--- config.mk ---
export PLATFORM = sky130hd
export DESIGN_NAME = icetap_capture_seq
export DESIGN_NICKNAME = d
export VERILOG_FILES = /design/src/rtl/icetap_capture_seq.sv
export SDC_FILE = /design/constraint.sdc
export NUM_CORES = 1
export LEC_CHECK = 0
export CORE_MARGIN = 2
export CORE_UTILIZATION = 52
export DETAILED_ROUTE_END_ITERATION = 12
export PLACE_DENSITY = 0.76
export SLEW_MARGIN = 0
export SYNTH_ARGS = -nofsm -noshare
export SYNTH_HDL_FRONTEND = slang
export SYNTH_SLANG_ARGS = --single-unit
--- constraint.sdc ---
create_clock -name src_clk -period 3.6 [get_ports src_clk]
set_input_delay 0.72 -clock src_clk [delete_from_list [all_inputs] [get_ports src_clk]]
set_output_delay 0.72 -clock src_clk [all_outputs]
set_load 0.02 [all_outputs]
--- src/rtl/icetap_capture_seq.sv ---
// icetap_capture_seq: capture core with circular sample RAM, pre-trigger
// window and a multi-stage trigger sequencer with per-stage occurrence counts.
// Optional build macro ICETAP_STORE_QUAL_EN adds a storage qualifier
// (store_mode_vec) so that only matching samples are written.
module icetap_capture_seq #(
    parameter int NR_SIGNALS   = 4,
    parameter int RECORD_DEPTH = 16,
    parameter int NR_STAGES    = 2,
    parameter int CNT_BITS     = 8,
    localparam int ADDR_BITS   = $clog2(RECORD_DEPTH),
    localparam int STG_BITS    = $clog2(NR_STAGES + 1)
) (
    input  logic                             src_clk,
    input  logic                             src_reset,
    input  logic [NR_SIGNALS-1:0]            signals_in,
    input  logic [NR_STAGES*NR_SIGNALS*2-1:0] trig_mode_vec,
    input  logic [NR_STAGES*CNT_BITS-1:0]    trig_count_vec,
    input  logic [STG_BITS-1:0]              stages_used,
    input  logic [ADDR_BITS-1:0]             pre_trigger,
    input  logic                             start,
    input  logic                             abort,
`ifdef ICETAP_STORE_QUAL_EN
    input  logic [NR_SIGNALS*2-1:0]          store_mode_vec,
`endif
    output logic [2:0]                       state,
    output logic [STG_BITS-1:0]              cur_stage,
    output logic [ADDR_BITS-1:0]             start_addr,
    output logic [ADDR_BITS-1:0]             trigger_addr,
    output logic [ADDR_BITS-1:0]             stop_addr,
    input  logic                             rd_en,
    input  logic [ADDR_BITS-1:0]             rd_addr,
    output logic [NR_SIGNALS-1:0]            rd_data,
    output logic                             rd_valid
);

    localparam logic [2:0] ST_IDLE  = 3'd0;
    localparam logic [2:0] ST_FILL  = 3'd1;
    localparam logic [2:0] ST_ARMED = 3'd2;
    localparam logic [2:0] ST_POST  = 3'd3;
    localparam logic [2:0] ST_DONE  = 3'd4;

    localparam logic [ADDR_BITS-1:0] ADDR_ONE  = ADDR_BITS'(1);
    localparam logic [ADDR_BITS-1:0] ADDR_LAST = ADDR_BITS'(RECORD_DEPTH - 1);
    localparam logic [STG_BITS-1:0]  STG_ONE   = STG_BITS'(1);
    localparam logic [CNT_BITS-1:0]  CNT_ONE   = CNT_BITS'(1);

    logic [NR_SIGNALS-1:0] s1;
    logic [NR_SIGNALS-1:0] s2;
    logic [ADDR_BITS-1:0]  wr_addr;
    logic [ADDR_BITS-1:0]  fill_cnt;
    logic [ADDR_BITS-1:0]  post_cnt;
    logic [ADDR_BITS-1:0]  pre_lat;
    logic [CNT_BITS-1:0]   occ;

    logic                  stage_hit;
    logic [CNT_BITS-1:0]   stage_cnt;
    logic                  store_ok;
    logic                  trig_now;
    logic                  wr_en;
    logic [ADDR_BITS-1:0]  post_total;

    logic [NR_SIGNALS-1:0] mem [RECORD_DEPTH];

    // Per-signal condition check shared by trigger stages and the store qualifier
    function automatic logic cond_match(input logic [NR_SIGNALS*2-1:0] modes,
                                        input logic [NR_SIGNALS-1:0]   cur,
                                        input logic [NR_SIGNALS-1:0]   prev);
        logic ok;
        ok = 1'b1;
        for (int i = 0; i < NR_SIGNALS; i++) begin
            case (modes[2*i +: 2])
                2'b01:   if (!cur[i]) ok = 1'b0;
                2'b10:   if (cur[i]) ok = 1'b0;
                2'b11:   if (cur[i] == prev[i]) ok = 1'b0;
                default: ;
            endcase
        end
        return ok;
    endfunction

    // Two-deep input pipeline: s1 is the sample, s2 its predecessor for edge detection
    always_ff @(posedge src_clk) begin
        if (src_reset) begin
            s1 <= '0;
            s2 <= '0;
        end else begin
            s1 <= signals_in;
            s2 <= s1;
        end
    end

    // Select the condition and occurrence count of the active sequencer stage
    always_comb begin
        stage_hit = 1'b0;
        stage_cnt = '0;
        for (int k = 0; k < NR_STAGES; k++) begin
            if (STG_BITS'(k) == cur_stage) begin
                stage_hit = cond_match(trig_mode_vec[k*NR_SIGNALS*2 +: NR_SIGNALS*2], s1, s2);
                stage_cnt = trig_count_vec[k*CNT_BITS +: CNT_BITS];
            end
        end
    end

    // Trigger decision, storage qualification and RAM write enable for this cycle
    always_comb begin
`ifdef ICETAP_STORE_QUAL_EN
        store_ok = cond_match(store_mode_vec, s1, s2);
`else
        store_ok = 1'b1;
`endif
        trig_now = (state == ST_ARMED) &&
                   ((stages_used == '0) ||
                    (stage_hit && (occ == stage_cnt) && (cur_stage == stages_used - STG_ONE)));
        wr_en = !src_reset && !abort &&
                ((((state == ST_FILL) || (state == ST_POST)) && store_ok) ||
                 ((state == ST_ARMED) && (store_ok || trig_now)));
        post_total = ADDR_LAST - pre_lat;
    end

    // Capture control: start/abort handling, fill, trigger sequencing and post-trigger count
    always_ff @(posedge src_clk) begin
        if (src_reset) begin
            state        <= ST_IDLE;
            cur_stage    <= '0;
            start_addr   <= '0;
            trigger_addr <= '0;
            stop_addr    <= '0;
            wr_addr      <= '0;
            fill_cnt     <= '0;
            post_cnt     <= '0;
            pre_lat      <= '0;
            occ          <= '0;
        end else if (abort) begin
            state <= ST_IDLE;
        end else begin
            case (state)
                ST_IDLE, ST_DONE: begin
                    if (start) begin
                        wr_addr   <= '0;
                        fill_cnt  <= '0;
                        post_cnt  <= '0;
                        cur_stage <= '0;
                        occ       <= '0;
                        // The port width already caps pre_trigger at RECORD_DEPTH-1
                        pre_lat   <= pre_trigger;
                        state     <= (pre_trigger != '0) ? ST_FILL : ST_ARMED;
                    end
                end
                ST_FILL: begin
                    if (store_ok) begin
                        wr_addr  <= wr_addr + ADDR_ONE;
                        fill_cnt <= fill_cnt + ADDR_ONE;
                        if (fill_cnt == pre_lat - ADDR_ONE) state <= ST_ARMED;
                    end
                end
                ST_ARMED: begin
                    if (wr_en) wr_addr <= wr_addr + ADDR_ONE;
                    if ((stages_used != '0) && stage_hit) begin
                        if (occ == stage_cnt) begin
                            occ       <= '0;
                            cur_stage <= cur_stage + STG_ONE;
                        end else begin
                            occ <= occ + CNT_ONE;
                        end
                    end
                    if (trig_now) begin
                        trigger_addr <= wr_addr;
                        start_addr   <= wr_addr - pre_lat;
                        post_cnt     <= '0;
                        if (post_total == '0) begin
                            stop_addr <= wr_addr;
                            state     <= ST_DONE;
                        end else begin
                            state <= ST_POST;
                        end
                    end
                end
                ST_POST: begin
                    if (store_ok) begin
                        wr_addr  <= wr_addr + ADDR_ONE;
                        post_cnt <= post_cnt + ADDR_ONE;
                        if (post_cnt == post_total - ADDR_ONE) begin
                            stop_addr <= wr_addr;
                            state     <= ST_DONE;
                        end
                    end
                end
                default: state <= ST_IDLE;
            endcase
        end
    end

    // Sample RAM write port
    always_ff @(posedge src_clk) begin
        if (wr_en) mem[wr_addr] <= s1;
    end

    // Registered read port; a same-address write in this cycle returns the old word
    always_ff @(posedge src_clk) begin
        if (src_reset) begin
            rd_valid <= 1'b0;
            rd_data  <= '0;
        end else begin
            rd_valid <= rd_en;
            if (rd_en) rd_data <= mem[rd_addr];
        end
    end

endmodule

## After elaboration in Yosys (flattened, before gate mapping)

Memories as Yosys holds them, arrays and structs flattened. A register that Yosys moved wholly into a read port is not among the register bits.
Cells that the tools add are included.

- Memories kept: 1
- Bits in registers: 50
- Output and inout port bits: 22
- RAM bits: 64
- Input port bits: 51

Memory list:

| name | words | bits a word | read ports | clocked after memory_dff | wr ports | RTL line | source |
|---|---|---|---|---|---|---|---|
| mem | 16 | 4 | 1 | 1 | 1 | 62 | `logic [NR_SIGNALS-1:0] mem [RECORD_DEPTH];` |

- Equality and inequality tests: 45
- Add/subtract/negate cells: 10
- Bitwise logic cells: 1
- Multiplexer cells: 60
- Reductions and logical operators: 34

Operators with widths:

| kind | number |
|---|---|
| $mux 8 | 5 |
| $eq 2x2->1 const B | 16 |
| $mux 1 | 25 |
| $mux 4 | 6 |
| $pmux 1 s3 | 8 |
| $pmux 4 s3 | 2 |
| $eq 2x1->1 const B | 8 |
| $pmux 4 s2 | 2 |
| $pmux 8 s2 | 1 |
| $reduce_and 4->1 | 4 |
| $mux 3 | 5 |
| $add 4x1->4 const B | 3 |
| $pmux 3 s4 | 1 |
| $ne 2x1->1 const B | 5 |
| $reduce_and 5->1 | 2 |
| $reduce_and 3->1 | 3 |
| $add 8x1->8 const B | 1 |
| $eq 4x4->1 | 2 |
| $eq 8x8->1 | 1 |
| $mux 2 | 4 |
| $reduce_bool 2->1 | 4 |
| $sub 4x1->4 const B | 2 |
| $eq 3x2->1 const B | 2 |
| $logic_and 1x1->1 | 6 |
| 20 further kinds | 32 |

## Depth between registers and ports, before layout

Gate-level depths: netlist of run 1.

- Word-level depth: 17
- Depth in mapped cells: 11
- Gate-level depth less buffers: 9

## Least setup slack after synthesis of run 1

Ideal clock, no wire load.

- Path kind: register to register
- From: reg cur_stage[1]
- To: reg stop_addr[2]
- Setup slack: 560 ps
- Period minus slack after synthesis: 3040 ps
- Buffers on the path: 1
- Data arrival time: 2922 ps
- Cell stages (with the launch flop): 11
- Data required time: 3482 ps
- Cells stage by stage: dfxtp_1 inv_1 ha_1 nand3b_2 and3_1 or4_4 nor4b_4 a31oi_2 or4_4 buf_6 mux2i_1

- Word-level cells in the longest chain between the ends: 10
- Elaborated cells on any way between the ends: 14
- Classes of those cells: eq/ne (4); mux (4); reduce/logical (6)

Ends and longest elaborated chain:

| what | RTL line | source |
|---|---|---|
| start: declaration | 26 | `output logic [STG_BITS-1:0] cur_stage,` |
| start signal: assignment | 161 | `cur_stage <= cur_stage + STG_ONE;` |
| $logic_not 2->1 | 97 | `if (STG_BITS'(k) == cur_stage) begin` |
| $mux 8 (2 in series) | 97 |  |
| $eq 8x8->1 | 113 | `(stage_hit && (occ == stage_cnt) && (cur_stage == stages_used - STG_ONE)));` |
| $logic_and 1x1->1 | 113 |  |
| $logic_and 1x1->1 (*) | 113 |  |
| $logic_or 1x1->1 (*) | 112 | `((stages_used == '0) \|\|` |
| $logic_and 1x1->1 (*) | 111 | `trig_now = (state == ST_ARMED) &&` |
| $ne 2x2->1 (no source line) (*) | - |  |
| $reduce_and 5->1 (no source line) (*) | - |  |
| end signal: assignment | 171 | `stop_addr <= wr_addr;` |
| end signal: assignment | 183 | `stop_addr <= wr_addr;` |
| end: declaration | 29 | `output logic [ADDR_BITS-1:0] stop_addr,` |

Mark *: on every way between the ends. The rest lies on a longest branch, timed or not.
A chain may end at the register's enable or synchronous reset.

## Worst setup path in the final report of run 1

- From: reg cur_stage[1]
- To: reg trigger_addr[2]

- Word-level cells in the longest chain between the ends: 9
- Elaborated cells on any way between the ends: 13
- Classes of those cells: eq/ne (3); mux (4); reduce/logical (6)

Ends and longest elaborated chain:

| what | RTL line | source |
|---|---|---|
| $logic_not 2->1 | 97 |  |
| $mux 8 (2 in series) | 97 |  |
| $eq 8x8->1 | 113 |  |
| $logic_and 1x1->1 | 113 |  |
| $logic_and 1x1->1 (*) | 113 |  |
| $logic_or 1x1->1 (*) | 112 |  |
| $logic_and 1x1->1 (*) | 111 |  |
| $reduce_and 3->1 (no source line) (*) | - |  |
| end signal: assignment | 167 | `trigger_addr <= wr_addr;` |
| end: declaration | 28 | `output logic [ADDR_BITS-1:0] trigger_addr,` |

Marked as above.

==> impl_metrics.py, run 1 <==
metrics = {
    "worst_setup_path": {
        "required_ns": 4.04,
        "end_kind": "flop",
        "critPathArrivalTime_ns": 3.67,
        "reg2reg_depth": 10,
        "start_kind": "flop",
        "path_max_fanout": 15,
        "worstSetupPathType": "reg2reg",
    },
    "sta": {
        "relSlewSlack": 0.503,
        "fmax_mhz": 309,
        "finalMaxSlewViolations": 0,
        "setup_violations": 0,
        "fin_tns_setup_ns": 0,
        "finClkSkew_ns": 0.00917,
        "grt_setup_unrepaired": "false",
        "worst_slew_pin_slew_ns": 0.744,
        "post-route-min-period_ns": 3.23,
        "hold-worst-slack_ns": 0.456,
        "hold_viol": 0,
        "post-route-period-util": 0.898,
    },
    "synth": {
        "syn_inst": 490,
        "async_flop_share": 0,
        "synth.mux.area_fraction": 0.105,
        "synth_seq_area_share": 0.533,
        "yosys.area_share.simple": 0.155,
        "synth.distinct_cells": 60,
        "synth_top_flop_cell": "edfxtp_1",
        "yosys_register_bits": 118,
        "yosys_warnings": 0,
        "synthXorXnorAreaFrac": 0.0404,
        "synth_fa_ha_area_frac": 0.0391,
        "synth_edf_count": 64,
        "syn_area_um2": 5630,
        "synth_nets": 558,
        "synth_compound_area_frac": 0.0979,
        "synth_top_family_by_area": "simple AND/OR/NAND/NOR gates",
        "avgSynthCellArea_um2": 11.5,
    },
    "cells_and_area": {
        "insertedDiodeCount": 0,
        "layout.nets": 635,
        "nFillCells": 792,
        "multi_input_area_um2": 2460,
        "syn_to_final_growth_pct": 25.1,
        "regArea_um2": 3000,
        "layout-drive-gt1-share": 0.112,
    },
    "floorplanning": {
        "std_cell_rows": 38,
        "start_util": 0.527,
        "dieHeight_um": 108,
        "core-area_um2": 10700,
        "ios": 73,
        "design.die.area_um2": 11700,
        "dieWidth_um": 108,
    },
    "global_routing": {
        "grt_usage": 0.226,
        "gr-total-overflow": 0,
        "grt_pass1_vias": 4185,
        "grt_max_degree": 30,
        "grt_pass1_wl_um": 20000,
        "antenna_found_initial": 0,
    },
    "run_status": {
        "status": "completed",
    },
    "detailed_routing": {
        "drt_iter0_drc": 243,
        "routed_wl_um": 12300,
        "drc": 0,
        "viasPerCell": 5.67,
        "drt_first_pass_iters": 5,
        "wl_per_cell_um": 17.0,
        "route.vias.total": 4079,
        "ant_nets": 0,
    },
    "cts": {
        "clkTransAtPathRegs_ns": 0.06,
        "clkSinkCount": 118,
        "worstSkewPairLatency_ns": 0.51,
        "numCtsBuffers": 17,
        "post-cts-setup-buffer-count": 0,
        "cts_tree": "yes",
        "ctsResizeCount": 0,
        "htreeDepth": 4,
        "root_buffer": "clkbuf_8",
        "cts_buffer_depth": 2,
        "hold_buffers": 0,
    },
    "power": {
        "p_leak_nw": 2.47,
        "powerDensity_nw_per_um2": 464,
        "ir_drop_uv": 244,
    },
    "placed_design": {
        "dp_hpwl_um": 8770,
        "portBuffers": 72,
        "finalWeightedCongestion": 0.853,
    },
    "hold_path": {
        "hold_class": "reg2reg",
        "worstHoldPathCells": 2,
    },
    "flow_run": {
        "cap_viol_max_count": 0,
    },
}
==> state kept, by name, indices dropped and copies added (netlist names), 4 cells and up <==
| signal | cells |
|---|---|
| wr_addr | 4 |
| post_cnt | 4 |
| s2 | 4 |
| start_addr | 4 |
| mem | 64 |
| trigger_addr | 4 |
| rd_data | 4 |
| occ | 8 |
| fill_cnt | 4 |
| stop_addr | 4 |
| s1 | 4 |
| pre_lat | 4 |
==> routing by layer <==
metal / part of all wire / up-vias / track usage / wire length [um]
li1: - / 1976 / - / -
met1: 0.41 / 1965 / 0.265 / 5050
met2: 0.52 / 122 / 0.398 / 6400
met3: 0.052 / 16 / 0.0555 / 639
met4: 0.015 / 0 / 0.0879 / 184
met5: 0 / - / 0 / 0
==> kinds of logic (layout without fill, tap and decap cells) <==
family	count (synthesis)	after routing
AND/OR/NAND/NOR	165	165
flip-flops	118	118
AO/OA/AOI/OAI	89	89
buffers and inverters	41	131
multiplexers	34	34
XOR/XNOR	26	26
adder cells (fa/ha/maj)	17	17
==> path summary, 6_finish.rpt <==
kind / start / to / slack (ns)
worst max register to register: cur_stage[1] / trigger_addr[2] / 0.37
worst min register to register: trigger_addr[0] / trigger_addr[0] / 0.46
worst min-delay path: trigger_addr[0] / trigger_addr[0] / 0.46
worst max-delay path: cur_stage[1] / trigger_addr[2] / 0.37
==> layout by cell type (no fill, tap or decap), drive strengths merged, types with 16 or more instances in the layout <==
master / n
o21ai: 22
nor2: 40
edfxtp: 64
mux4: 20
clkdlybuf4s50: 72
nand2: 43
inv: 19
dfxtp: 54
clkbuf: 20
xnor2: 16
ha: 16
a21oi: 31
==> synthesized netlist by cell type, types with 4 or more instances <==
master / count / area, um^2
nor2b_1: 13 / 81.3
xor2_1: 10 / 87.6
nand3b_1: 5 / 37.5
ha_1: 16 / 200
nand2b_1: 5 / 31.3
and3_1: 6 / 37.5
nor3_1: 10 / 50.1
or3_1: 7 / 43.8
a211oi_1: 4 / 30.0
o21ai_0: 21 / 105
clkbuf_1: 17 / 63.8
nor2_1: 40 / 150
o211ai_1: 4 / 30.0
mux2i_1: 14 / 140
nand4_1: 10 / 62.6
mux4_2: 20 / 450
a21oi_1: 31 / 155
edfxtp_1: 64 / 1920
inv_1: 19 / 71.3
dfxtp_1: 54 / 1080
xnor2_1: 16 / 140
nand2_1: 43 / 161
==> critical path, cell delays in order (launching register included) <==
cell and delay (ns):
dfxtp_1 0.39, inv_1 0.09, ha_1 0.36, nand3b_1 0.25
and3_1 0.20, or4_4 0.52, nor4b_4 0.34, buf_4 0.17
a31o_2 0.23, and2_1 0.38, mux2i_1 0.23
==> stage by stage <==
stage               worst slack, ns  total power [mW]  utilization  cell area (um^2)  std cells
CTS                           0.365              3.29        0.659              7050        720
floorplan                     0.560              1.65            -              5630        490
global placement              0.247              1.76        0.607              6490        688
global route                  0.141              3.38        0.659              7050        720
detailed placement            0.193              1.77        0.607              6490        688
finish                        0.367              3.27        0.659              7050        720
==> cell type report <==
cell class | instances | share of cell area
Inverter | 19 | 0.0101
Tap cell | 140 | 0.0249
Sequential cell | 118 | 0.426
Timing Repair Buffer | 80 | 0.111
Multi-Input combinational cell | 331 | 0.350
Clock inverter | 12 | 0.0149
Clock buffer | 20 | 0.0632
==> power by group <==
group          switching (mW)  internal (mW)  total, mW
clock network           0.578          0.944       1.52
logic                   0.132          0.147      0.279
registers              0.0331           1.44       1.47
Note: power is estimated with default switching activity, not from simulation.
==> run 2: changes to the inputs <==
CORE_MARGIN = default   (was 2)
CTS_CLUSTER_SIZE = 28   (was default)
==> run 2 against run 1 <==
Highest routed layer unchanged. Via count rose by 1.8%. Global-route usage rose by 1.9 points. Design area rose by 0.12%. Hold slack improved by 0.0017 ns. Final cell count fell by 0.69%. Clock power rose by 6%. Largest cell class unchanged. Critical path depth fell by 1. Clock skew rose by 0.0011 ns.
==> impl_metrics.py, run 2 (synthesis gave the netlist of run 1 again) <==
metrics = {
    "global_routing": {
        "gr-total-overflow": 0,
        "grt_max_degree": 30,
        "grt_pass1_wl_um": 20900,
        "grt_usage": 0.245,
        "grt_pass1_vias": 4249,
        "antenna_found_initial": 0,
    },
    "sta": {
        "finalMaxSlewViolations": 0,
        "grt_setup_unrepaired": "false",
        "post-route-min-period_ns": 3.25,
        "hold_viol": 0,
        "fin_tns_setup_ns": 0,
        "fmax_mhz": 308,
        "worst_slew_pin_slew_ns": 0.795,
        "setup_violations": 0,
        "finClkSkew_ns": 0.0103,
        "relSlewSlack": 0.469,
        "hold-worst-slack_ns": 0.458,
        "post-route-period-util": 0.903,
    },
    "worst_setup_path": {
        "required_ns": 4.00,
        "worstSetupPathType": "reg2reg",
        "critPathArrivalTime_ns": 3.65,
        "reg2reg_depth": 9,
        "path_max_fanout": 15,
        "start_kind": "flop",
        "end_kind": "flop",
    },
    "cells_and_area": {
        "layout.nets": 634,
        "syn_to_final_growth_pct": 25.2,
        "reg_top3": "mem (64), occ (8)",
        "final_common_cell": "clkdlybuf4s50_1",
        "most-common-layout-cells": "72 x clkdlybuf4s50_1, 64 x edfxtp_1, 54 x dfxtp_1",
        "largest_register_ffs": 64,
        "stdcell_area_um2": 7050,
        "largest-register": "mem",
        "layout-drive-gt1-share": 0.116,
        "utilization": 0.677,
        "final_cells": 715,
        "insertedDiodeCount": 0,
    },
    "cts": {
        "post-cts-setup-buffer-count": 0,
        "worstSkewPairLatency_ns": 0.51,
        "htreeDepth": 4,
        "clkSinkCount": 118,
        "hold_buffers": 0,
        "clkTransAtPathRegs_ns": 0.06,
        "numCtsBuffers": 17,
        "cts_buffer_depth": 2,
        "root_buffer": "clkbuf_8",
        "ctsResizeCount": 0,
        "cts_tree": "yes",
    },
    "floorplanning": {
        "ios": 73,
        "dieHeight_um": 106,
        "design.die.area_um2": 11300,
        "dieWidth_um": 106,
        "core-area_um2": 10400,
        "start_util": 0.541,
        "std_cell_rows": 37,
    },
    "detailed_routing": {
        "drt_iter0_drc": 289,
        "route.vias.total": 4152,
        "routed_wl_um": 12600,
        "ant_nets": 0,
        "drc": 0,
        "viasPerCell": 5.81,
        "drt_first_pass_iters": 7,
        "wl_per_cell_um": 17.6,
    },
    "hold_path": {
        "worstHoldPathCells": 2,
        "hold_class": "reg2reg",
    },
    "placed_design": {
        "dp.cells": 683,
        "placed_area_um2": 6480,
        "finalWeightedCongestion": 0.845,
        "portBuffers": 72,
        "dp_hpwl_um": 8630,
    },
    "power": {
        "ir_drop_uv": 341,
        "p_leak_nw": 2.49,
        "powerDensity_nw_per_um2": 476,
    },
    "run_status": {
        "status": "completed",
    },
    "flow_run": {
        "cap_viol_max_count": 0,
    },
}
run 2: worst paths after layout:
kind | startpoint | end | slack, ns
setup / recovery | cur_stage[1] | stop_addr[0] | 0.35
hold / removal | trigger_addr[3] | trigger_addr[3] | 0.46
setup reg to reg | cur_stage[1] | stop_addr[0] | 0.35
hold reg to reg | trigger_addr[3] | trigger_addr[3] | 0.46
run 2: where the power goes:
group          internal (mW)  leakage (nW)  switching, mW
Combinational          0.147          1.19          0.134
Clock                  0.945         0.277          0.666
Sequential              1.43          1.02         0.0330
Total                   2.53          2.49          0.833
run 2: layout make-up:
class                           instances  area (um^2)
Clock buffer                           17          414
Clock inverter                         15          158
Fill cell                             763         3360
Inverter                               19         71.3
Multi-Input combinational cell        331         2460
Sequential cell                       118         3000
Tap cell                              136          170
Timing Repair Buffer                   79          773
run 2: metrics by stage:
step,power (mW),setup WS (ns)
after CTS,3.38,0.328
final,3.36,0.348
after floorplan,1.65,0.560
after global placement,1.76,0.205
after global routing,3.47,0.197
after detailed placement,1.78,0.151
run 2: layer usage:
layer	track usage	wire length [um]	vias to the layer above	share of wire
li1	-	-	1975	-
met1	0.296	5110	1990	0.41
met2	0.425	6370	155	0.51
met3	0.0509	730	32	0.058
met4	0.102	364	0	0.029
met5	0	0	-	0
run 2: critical path, stage by stage (launching register included):
cell      delay [ns]
dfxtp_1         0.39
inv_1           0.09
ha_1            0.35
nand3b_1        0.25
and3_1          0.20
or4_4           0.52
nor4b_4         0.37
a31oi_2         0.20
or4_4           0.61
mux2i_1         0.15
==> run 3: changes to the inputs <==
CORE_UTILIZATION = 31   (was 52)
GPL_TIMING_DRIVEN = 0   (was default)
PLACE_DENSITY = default   (was 0.76)
==> run 3 against run 2 <==
Worst setup slack improved by 0.041 ns. Global-route usage fell by 9.2 points. Register-to-register slack improved by 0.04 ns. Count of clock-buffer cells in the layout rose by 5. Utilization fell by 27 points. Sequential power barely moved. Clock power fell by 4%. Total power fell by 1.9%.
==> impl_metrics.py, run 3 (synthesis gave the netlist of run 1 again) <==
metrics = {
    "hold_path": {
        "hold_class": "reg2reg",
        "min-delay-start": "trigger_addr[2]",
    },
    "sta": {
        "post-route-period-util": 0.892,
        "relSlewSlack": 0.433,
        "post-route-min-period_ns": 3.21,
        "fmax_mhz": 311,
        "worst_slew_pin_slew_ns": 0.851,
        "setup_violations": 0,
        "hold_viol": 0,
        "grt_setup_unrepaired": "false",
        "fin_tns_setup_ns": 0,
        "finClkSkew_ns": 0.0113,
        "finalMaxSlewViolations": 0,
    },
    "run_status": {
        "status": "completed",
    },
    "detailed_routing": {
        "route.vias.total": 4141,
        "drc": 0,
        "routed_wl_um": 13200,
        "wl_per_cell_um": 16.2,
        "drt_iter0_drc": 231,
        "drt_first_pass_iters": 4,
        "viasPerCell": 5.07,
        "ant_nets": 0,
    },
    "floorplanning": {
        "dieHeight_um": 137,
        "dieWidth_um": 137,
        "design.die.area_um2": 18700,
        "core-area_um2": 17500,
        "ios": 73,
        "std_cell_rows": 48,
        "start_util": 0.321,
    },
    "power": {
        "clkPwrFrac": 0.469,
        "p_leak_nw": 2.47,
        "seqPwrFrac": 0.445,
        "ir_drop_uv": 307,
        "switchingPower_mw": 0.741,
        "combPwrFrac": 0.086,
        "p_sw_frac": 0.225,
        "p_int_mw": 2.55,
        "total_power_mw": 3.29,
        "powerDensity_nw_per_um2": 461,
    },
    "worst_setup_path": {
        "worstSetupPathType": "reg2reg",
        "critPathArrivalTime_ns": 3.55,
        "end_kind": "flop",
        "start_kind": "flop",
        "critPathLaunch": "cur_stage[1]",
        "rr_startpoint": "cur_stage[1]",
        "path_max_fanout": 8,
        "required_ns": 3.94,
    },
    "cts": {
        "htreeDepth": 4,
        "cts_buffer_depth": 2,
        "hold_buffers": 0,
        "numCtsBuffers": 17,
        "root_buffer": "clkbuf_16",
        "worstSkewPairLatency_ns": 0.42,
        "post-cts-setup-buffer-count": 0,
        "clkTransAtPathRegs_ns": 0.05,
        "ctsResizeCount": 0,
        "clkSinkCount": 118,
        "cts_tree": "yes",
    },
    "cells_and_area": {
        "insertedDiodeCount": 0,
        "largest-register": "mem",
        "final_common_cell": "clkdlybuf4s50_1",
        "syn_to_final_growth_pct": 27.0,
        "largest_register_ffs": 64,
        "nFillCells": 1669,
        "reg_top3": "mem (64), occ (8)",
        "layout-drive-gt1-share": 0.0998,
        "most-common-layout-cells": "69 x clkdlybuf4s50_1, 64 x edfxtp_1, 54 x dfxtp_1",
        "layout.nets": 646,
    },
    "global_routing": {
        "grt_max_degree": 22,
        "grt_usage": 0.152,
        "grt_pass1_vias": 4106,
        "gr-total-overflow": 0,
        "grt_pass1_wl_um": 21100,
        "antenna_found_initial": 0,
    },
    "placed_design": {
        "finalWeightedCongestion": 0.839,
        "portBuffers": 69,
        "dp_hpwl_um": 9790,
    },
    "flow_run": {
        "cap_viol_max_count": 0,
    },
}
## run 3: metal layers
metal,GRT usage,wire (um)
met1,0.192,5960
met2,0.246,6450
met3,0.0396,514
met4,0.0665,299
met5,0,0
## run 3: path summary, 6_finish.rpt
kind | to | slack, ns | depth (start not counted)
hold reg to reg | trigger_addr[2] | 0.46 | 2
setup reg to reg | trigger_addr[1] | 0.39 | 10
hold / removal | trigger_addr[2] | 0.46 | 2
setup / recovery | trigger_addr[1] | 0.39 | 10
## run 3: power groups by stage
| stage | Clock [mW] | Combinational (mW) | Sequential [mW] |
|---|---|---|---|
| 6_report | 1.54 | 0.284 | 1.47 |
| 5_1_grt | 1.62 | 0.310 | 1.47 |
| 3_3_place_gp | 0 | 0.279 | 1.49 |
| 4_1_cts | 1.57 | 0.285 | 1.47 |
| 3_5_place_dp | 0 | 0.283 | 1.49 |
| 2_1_floorplan | 0 | 0.160 | 1.49 |
## run 3: area by class of cell
class	instances	area, um^2	area share
Timing Repair Buffer	69	691	0.0966
Clock inverter	10	82.6	0.0115
Buffer	22	95.1	0.0133
Inverter	19	71.3	0.00997
Sequential cell	118	3000	0.420
Clock buffer	22	464	0.0649
Multi-Input combinational cell	331	2460	0.345
Tap cell	225	282	0.0394
## run 3: metrics by stage
step | area [um^2] | util | hold WS, ns | cells | setup slack, ns
CTS | 7150 | 0.408 | 0.462 | 816 | 0.330
finish | 7150 | 0.408 | 0.461 | 816 | 0.389
global route | 7150 | 0.408 | 0.473 | 816 | 0.189
floorplan | 5630 | - | 0.476 | 490 | 0.560
global placement | 6610 | 0.377 | 0.452 | 784 | 0.0270
detailed placement | 6610 | 0.377 | 0.455 | 784 | 0.00790
## run 3: critical path: stages (launching register included)
cell and delay [ns]:
dfxtp_1 0.39, inv_1 0.08, ha_1 0.24, nand3b_1 0.19, and3_1 0.19, or4_4 0.53, nor4b_4 0.42, a31o_2 0.32
and2_1 0.15, clkbuf_1 0.38, mux2i_1 0.24
